[src/rtl/slot_round_ctrl.sv]
// Round sequencer for a three-reel slot: credit bookkeeping, timed reel stops and payout.
// Define SKILL_STOP_EN to let a lever edge during a spin stop the current reel early.
module slot_round_ctrl #(
    parameter int unsigned CREDIT_W    = 8,
    parameter int unsigned STOP_GAP    = 16,
    parameter int unsigned MAX_CREDIT  = 255,
    parameter int unsigned PAY_PAIR    = 1,
    parameter int unsigned PAY_TRIPLE  = 5,
    parameter int unsigned PAY_JACKPOT = 20
) (
    input  logic                clk,
    input  logic                reset,
    input  logic                coin,
    input  logic                lever,
    input  logic [8:0]          reel_val,
    output logic [2:0]          reel_run,
    output logic [2:0]          sym0,
    output logic [2:0]          sym1,
    output logic [2:0]          sym2,
    output logic [CREDIT_W-1:0] credits,
    output logic [CREDIT_W-1:0] win_amt,
    output logic                win_valid,
    output logic                busy,
    output logic                no_credit
);

    localparam int unsigned      CNT_W    = (STOP_GAP > 1) ? $clog2(STOP_GAP) : 1;
    localparam logic [CNT_W-1:0] CNT_LAST = CNT_W'(STOP_GAP - 1);
    localparam logic [CREDIT_W:0] MAX_C   = (CREDIT_W + 1)'(MAX_CREDIT);

    typedef enum logic [2:0] {
        IDLE,
        SPIN0,
        SPIN1,
        SPIN2,
        EVAL,
        PAY
    } state_e;

    state_e              state_q;
    logic                lever_q;
    logic [CNT_W-1:0]    cnt_q;
    logic [2:0]          reel_run_q;
    logic [2:0]          sym0_q, sym1_q, sym2_q;
    logic [CREDIT_W-1:0] credits_q;
    logic [CREDIT_W-1:0] win_q;
    logic                win_valid_q;
    logic                busy_q;
    logic                no_credit_q;

    logic                lever_edge;
    logic                stop_d;
    logic [CREDIT_W:0]   coin_sum_d;
    logic [CREDIT_W-1:0] cred_coin_d;
    logic [CREDIT_W-1:0] cred_start_d;
    logic [CREDIT_W:0]   pay_sum_d;
    logic [CREDIT_W-1:0] cred_pay_d;
    logic [CREDIT_W-1:0] payout_d;

    assign lever_edge = lever & ~lever_q;

`ifdef SKILL_STOP_EN
    // Either event stops exactly one reel; both in one cycle still count once.
    assign stop_d = (cnt_q == CNT_LAST) || lever_edge;
`else
    assign stop_d = (cnt_q == CNT_LAST);
`endif

    always_comb begin
        coin_sum_d  = {1'b0, credits_q} + (CREDIT_W + 1)'(coin);
        cred_coin_d = (coin_sum_d > MAX_C) ? MAX_C[CREDIT_W-1:0] : coin_sum_d[CREDIT_W-1:0];
        // Only taken with credits_q >= 1, so neither underflow nor exceeding the ceiling.
        cred_start_d = credits_q - CREDIT_W'(1) + CREDIT_W'(coin);
        pay_sum_d  = {1'b0, credits_q} + {1'b0, win_q} + (CREDIT_W + 1)'(coin);
        cred_pay_d = (pay_sum_d > MAX_C) ? MAX_C[CREDIT_W-1:0] : pay_sum_d[CREDIT_W-1:0];
    end

    always_comb begin
        payout_d = '0;
        if ((sym0_q == sym1_q) && (sym1_q == sym2_q)) begin
            payout_d = (sym0_q == 3'b111) ? CREDIT_W'(PAY_JACKPOT) : CREDIT_W'(PAY_TRIPLE);
        end else if ((sym0_q == sym1_q) || (sym1_q == sym2_q) || (sym0_q == sym2_q)) begin
            payout_d = CREDIT_W'(PAY_PAIR);
        end
    end

    always_ff @(posedge clk) begin
        if (reset) begin
            state_q     <= IDLE;
            lever_q     <= 1'b0;
            cnt_q       <= '0;
            reel_run_q  <= '0;
            sym0_q      <= '0;
            sym1_q      <= '0;
            sym2_q      <= '0;
            credits_q   <= '0;
            win_q       <= '0;
            win_valid_q <= 1'b0;
            busy_q      <= 1'b0;
            no_credit_q <= 1'b0;
        end else begin
            lever_q     <= lever;
            win_valid_q <= 1'b0;
            no_credit_q <= 1'b0;
            credits_q   <= cred_coin_d;
            case (state_q)
                IDLE: begin
                    if (lever_edge) begin
                        if (credits_q != '0) begin
                            credits_q  <= cred_start_d;
                            reel_run_q <= 3'b111;
                            cnt_q      <= '0;
                            busy_q     <= 1'b1;
                            state_q    <= SPIN0;
                        end else begin
                            no_credit_q <= 1'b1;
                        end
                    end
                end
                SPIN0: begin
                    if (stop_d) begin
                        sym0_q        <= reel_val[2:0];
                        reel_run_q[0] <= 1'b0;
                        cnt_q         <= '0;
                        state_q       <= SPIN1;
                    end else begin
                        cnt_q <= cnt_q + CNT_W'(1);
                    end
                end
                SPIN1: begin
                    if (stop_d) begin
                        sym1_q        <= reel_val[5:3];
                        reel_run_q[1] <= 1'b0;
                        cnt_q         <= '0;
                        state_q       <= SPIN2;
                    end else begin
                        cnt_q <= cnt_q + CNT_W'(1);
                    end
                end
                SPIN2: begin
                    if (stop_d) begin
                        sym2_q        <= reel_val[8:6];
                        reel_run_q[2] <= 1'b0;
                        cnt_q         <= '0;
                        state_q       <= EVAL;
                    end else begin
                        cnt_q <= cnt_q + CNT_W'(1);
                    end
                end
                EVAL: begin
                    win_q   <= payout_d;
                    state_q <= PAY;
                end
                PAY: begin
                    credits_q   <= cred_pay_d;
                    win_valid_q <= 1'b1;
                    busy_q      <= 1'b0;
                    state_q     <= IDLE;
                end
                default: state_q <= IDLE;
            endcase
        end
    end

    assign reel_run  = reel_run_q;
    assign sym0      = sym0_q;
    assign sym1      = sym1_q;
    assign sym2      = sym2_q;
    assign credits   = credits_q;
    assign win_amt   = win_q;
    assign win_valid = win_valid_q;
    assign busy      = busy_q;
    assign no_credit = no_credit_q;

endmodule

[config.mk]
export PLATFORM = sky130hd
export DESIGN_NAME = slot_round_ctrl
export DESIGN_NICKNAME = d
export VERILOG_FILES = /design/src/rtl/slot_round_ctrl.sv
export SDC_FILE = /design/constraint.sdc
export NUM_CORES = 1
export LEC_CHECK = 0
export CAP_MARGIN = 5
export CORE_ASPECT_RATIO = 1.4
export CORE_MARGIN = 2
export CORE_UTILIZATION = 56
export DETAILED_ROUTE_END_ITERATION = 16
export GPL_TIMING_DRIVEN = 1
export PLACE_DENSITY = 0.94
export SYNTH_ARGS = -nofsm -noshare
export SYNTH_HDL_FRONTEND = slang
export SYNTH_SLANG_ARGS = --single-unit
[constraint.sdc]
create_clock -name clk -period 5.2 [get_ports clk]
set_input_delay 1.3 -clock clk [delete_from_list [all_inputs] [get_ports clk]]
set_output_delay 1.3 -clock clk [all_outputs]
set_load 0.02 [all_outputs]
; ---- Word-level counts from Yosys, hierarchy flattened
; Index checks and enable logic that the tools add are counted.
[word_totals]
ff_bits = 39
in_bits = 13
output_inout_bits = 31
wordCells = 91
[op_classes]
add_sub_neg = 6
n_lt_le_gt_ge = 2
eq_ne = 15
muxes = 29
bitwise = 4
reduce_logical = 21
[ops]
columns = operator, n
row1 = 8-bit two-way mux, 4
row2 = 3-bit two-way mux, 7
row3 = "9-bit by 8-bit greater-than comparator with 1-bit output, second input constant", 2
row4 = 8-bit case mux with 2 select lines, 1
row5 = 3-bit case mux with 5 select lines, 1
row6 = 4-bit two-way mux, 3
row7 = 4-bit AND reduction, 3
row8 = 5-bit two-way mux, 2
row9 = "2-bit != test, second input constant", 5
row10 = 2-bit nonzero test, 5
row11 = 8-bit by 1-bit adder with 9-bit output, 1
row12 = 8-bit by 8-bit adder with 9-bit output, 1
row13 = 9-bit by 1-bit adder with 9-bit output, 1
row14 = 3-bit equality test, 3
row15 = "3-bit equality test, second input constant", 3
row16 = 8-bit by 1-bit adder with 8-bit output, 1
row17 = 1-bit case mux with 2 select lines, 4
row18 = 4-bit case mux with 2 select lines, 1
row19 = 8-bit nonzero test, 1
row20 = "8-bit by 1-bit subtractor with 8-bit output, second input constant", 1
row21 = "3-bit by 2-bit equality test with 1-bit output, second input constant", 2
row22 = 1-bit two-way mux, 6
row23 = 2-bit AND reduction, 3
row24 = 3-bit AND reduction, 2
row25 = other kinds (10), 14

; ---- Logic depth before layout (Yosys ltp)
[depth]
ltp_word = 6
ltp_mapped = 7
mapped_depth_nobuf = 7

; ---- Least setup slack after synthesis
; OpenSTA, ideal clock, no wires.
[synth_path]
path_kind = in2reg
start = in coin
end = reg credits_q[3] (netlist: credits[3])
setup_ns = 0.139
t_arrival_ns = 2.677
required_ns = 5.061
path_slack_ns = 2.384
stages = 7
n_path_buf = 0
path_cell_list = fa_1 > ha_1 > a211o_1 > nand3_1 > nor2_1 > nor2_1 > a221oi_2
[synth_between]
elab_chain_len = 6
elab_cells_between_ends = 10
classes_between = 3 x add/sub / 2 x order compare / 5 x mux
[synth_rtl]
columns = item, line_no
row1 = from (decl), 13  ; input logic coin,
row2 = 8-bit by 1-bit adder with 9-bit output, 70  ; coin_sum_d = {1'b0, credits_q} + (CREDIT_W + 1)'(coin);
row3 = 9-bit by 8-bit greater-than comparator with 1-bit output, 71  ; cred_coin_d = (coin_sum_d > MAX_C) ? MAX_C[CREDIT_W-1:0] : coin_sum_d[CREDIT_W-1:0];
row4 = 8-bit two-way mux, 71
row5 = 8-bit two-way mux, 109  ; if (credits_q != '0) begin
row6 = 8-bit two-way mux, 108  ; if (lever_edge) begin
row7 = 8-bit case mux with 2 select lines *, 106  ; case (state_q)
row8 = to (signal assigned), 105  ; credits_q <= cred_coin_d;
row9 = to (signal assigned), 110  ; credits_q <= cred_start_d;
row10 = to (signal assigned), 155  ; credits_q <= cred_pay_d;
row11 = to (decl), 45  ; logic [CREDIT_W-1:0] credits_q;
; Every way passes the cells marked *; elsewhere a longest branch is shown, timed or not.
; A chain may end at the register's enable or synchronous reset.

; ---- Worst setup path after layout
; Same ends and word-level chain as after synthesis.

==> flow_summary.yaml <==
outcome:
  status: "complete, no violations"
worst_setup_path:
  cpPeakStageDelay_ns: 0.55
  path_cells: "clkdlybuf4s50_1 > ha_1 > ha_1 > and4_1 > nor2b_1 > nor2_1 > o31a_1 > a221oi_2"
  path_max_fanout: 7
  worstPathRequired_ns: 5.41
  path_class: "input pin to flop"
  critPathArrivalTime_ns: 3.49
  cp-end-kind: "flop"
  crit_top_cell: "ha_1"
  cp-start-kind: "input pin"
  critPathSlowestCell: "clkdlybuf4s50_1"
yosys:
  syn-cell-area_sq_um: 2250
  yosys-mux-area-fraction_pct: 7.175
  synthXorXnorAreaFrac_pct: 6.618
  synth_top_family_by_area: "simple AND/OR/NAND/NOR gates"
  synth_top_area_cell: "dfxtp_1"
  synth_seq_area_share_pct: 30.26
  netlist_instances: 274
  synth_ff_type: "dfxtp_1"
  syn_avg_cell_area_sq_um: 8.210
  synth_edf_count: 0
  synth-seq-cells: 34
  synth-adder-area-share_pct: 5.339
  synth-async-reset-ratio_pct: 0
  synth_top_area_share_pct: 30.26
  synth_compound_area_share_pct: 18.80
  synthTopCellsByArea: "dfxtp_1 30%, mux2i_1 6.7%, nor2_1 6.0%"
  synthDistinctLibCells: 55
  synthSimpleGateAreaFrac_pct: 24.69
  yosys_warnings: 0
cells_and_area:
  area_delta_synth_final_pct: 18.91
  final_core_util_pct: 68.86
  final_nets: 324
  drive_gt1_share_pct: 5.611
  antenna_cells: 0
  n_fill_cell: 310
clock_tree:
  cts-resized-gates: 0
  tritoncts: "built"
  cts_root_buf: "clkbuf_8"
  clkLatencyLatePin_ns: 0.29
  holdBufCountCts: 0
  postCtsSetupBuffers: 0
  max-clock-path-buffers: 2
  path_clk_slew_ns: 0.07
  cts_buffers: 5
  cts.sinks: 34
  h-tree-depth: 2
die:
  core_area_sq_um: 3885
  die_area_sq_um: 4547
  die_x_um: 57.57
  io_pins: 44
  start_util_pct: 57.91
  die_y_um: 79.00
  placementRows: 27
routing:
  drt_iter0_markers: 62
  wire_per_inst_um: 16.02
  drt_wl_total_um: 5544
  firstDrtPassIters: 4
  drcViolationCount: 0
  viasPerCell: 6.078
  vias: 2103
  ant_nets: 0
grt:
  antenna_found_initial: 0
  grt_pass1_wl_um: 9197
  gr-total-overflow: 0
  grt.total_usage_pct: 25.80
  grt_pass1_vias: 1953
  grt_max_degree: 38
sta:
  grt_setup_unrepaired: "false"
  slew_viol_final: 0
  relSlewSlack_pct: 57.62
  holdWs_ns: 0.4973
  setup_viol: 0
  worst_pin_slew_ns: 0.6344
  min_period_ns: 3.279
  hold_viol: 0
  final.period_utilization_pct: 63.05
  fin_setup_tns_ns: 0
  clock_skew_ns: 0.008942
  fmax_mhz: 305.0
placement:
  gp_congestion: 0.9589
  hpwl_um: 4013
  io_buffers: 38
pwr:
  p_leak_uw: 0.001078
  powerDensity_nw_per_um2: 413.2
  max-vdd-ir-drop_mv: 0.3257
min_path:
  hold_path_class: "flop to flop"
job:
  maxCapViolCount: 0
==> worst max-delay path, delay by kind of cell <==
kind | cells | cell delay [ns]
fa+ha+maj | 2 | 0.40
buf+inv | 1 | 0.55
simple gates | 3 | 0.73
compound gates | 2 | 0.51
==> state kept, by name (all words and copies together), names as in the netlist <==
signal	count
win_amt	3
busy	1
sym0	3
credits	8
win_valid	1
sym2	3
no_credit	1
lever_q	1
reel_run	3
cnt_q	4
sym1	3
state_q	3
==> cells by family after synthesis <==
kind of cell / after synthesis
AOI/OAI and AO/OA: 60
xor gates and xnor gates: 17
adders and majority gates: 9
buffers and inverters: 31
DFF: 34
muxes: 16
other: 1
and+or+nand+nor: 106
==> layout make-up <==
type / instances / area [sq um] / area share [%]
tap: 43 / 53.80 / 2.011
timing repair buffer: 39 / 387.9 / 14.50
clock buffer: 7 / 86.33 / 3.227
clock inverter: 1 / 5.005 / 0.1871
inverter: 9 / 33.78 / 1.263
sequential: 34 / 680.7 / 25.44
multi-input combinational: 213 / 1428 / 53.37
==> per-layer routing <==
metal | wire, um | GRT usage [%] | up-vias
li1 | - | - | 1028
met1 | 2155 | 28.79 | 983
met2 | 2934 | 46.48 | 77
met3 | 268 | 4.235 | 15
met4 | 184 | 12.09 | 0
met5 | 0 | 0 | -
==> cells in the mapped netlist (all sizes together) (3+ instances only) <==
cell type / n
mux2i: 15
nor2b: 3
or4: 3
a22oi: 3
buf: 12
nor2: 36
nor4: 5
dfxtp: 34
clkbuf: 10
a311oi: 3
or3: 4
o21ai: 11
nand2b: 3
nand4: 4
nor3: 9
nand2: 18
inv: 9
nand3: 10
xnor2: 5
xor2: 12
ha: 8
and3: 3
a21oi: 19
==> placed cells by master (no fill, tap or decap), types with 4 or more instances in the layout <==
cell type / count
nand3_1: 10
xor2_1: 12
mux2i_1: 15
conb_1: 5
o21ai_0: 10
nor3_1: 9
inv_1: 9
nand4_1: 4
clkdlybuf4s50_1: 38
xnor2_1: 5
nor2_1: 36
nand2_1: 18
clkbuf_8: 6
ha_1: 8
dfxtp_1: 34
a21oi_1: 19
==> where the power goes <==
group	switching [uW]	total (uW)	internal (uW)	leakage, uW
combinational	271	507	236	0.000753
clock	96.3	203	107	0.0000482
sequential	90.9	395	304	0.000276
total	458	1110	647	0.00108
==> worst paths after layout <==
kind | from | end | slack, ns | cells past startpoint
worst max register to register | credits[0]$_SDFF_PP0_ | credits[3]$_SDFF_PP0_ | 2.89 | 7
worst max-delay path | coin | credits[3]$_SDFF_PP0_ | 1.92 | 8
worst min-delay path | win_amt[0]$_SDFFE_PP0P_ | win_amt[0]$_SDFFE_PP0P_ | 0.50 | 2
worst min register to register | win_amt[0]$_SDFFE_PP0P_ | win_amt[0]$_SDFFE_PP0P_ | 0.50 | 2
==> per-stage QoR <==
stage          power, uW  instances  setup WS [ns]  area, sq um
6_report            1105        346          1.921         2675
5_1_grt             1178        346          1.782         2675
4_1_cts             1106        346          1.950         2675
3_5_place_dp       899.5        338          1.658         2584
3_3_place_gp       883.4        338          1.763         2584
2_1_floorplan      757.0        278          2.385         2265
No activity file was read; power rests on OpenSTA's default activity.
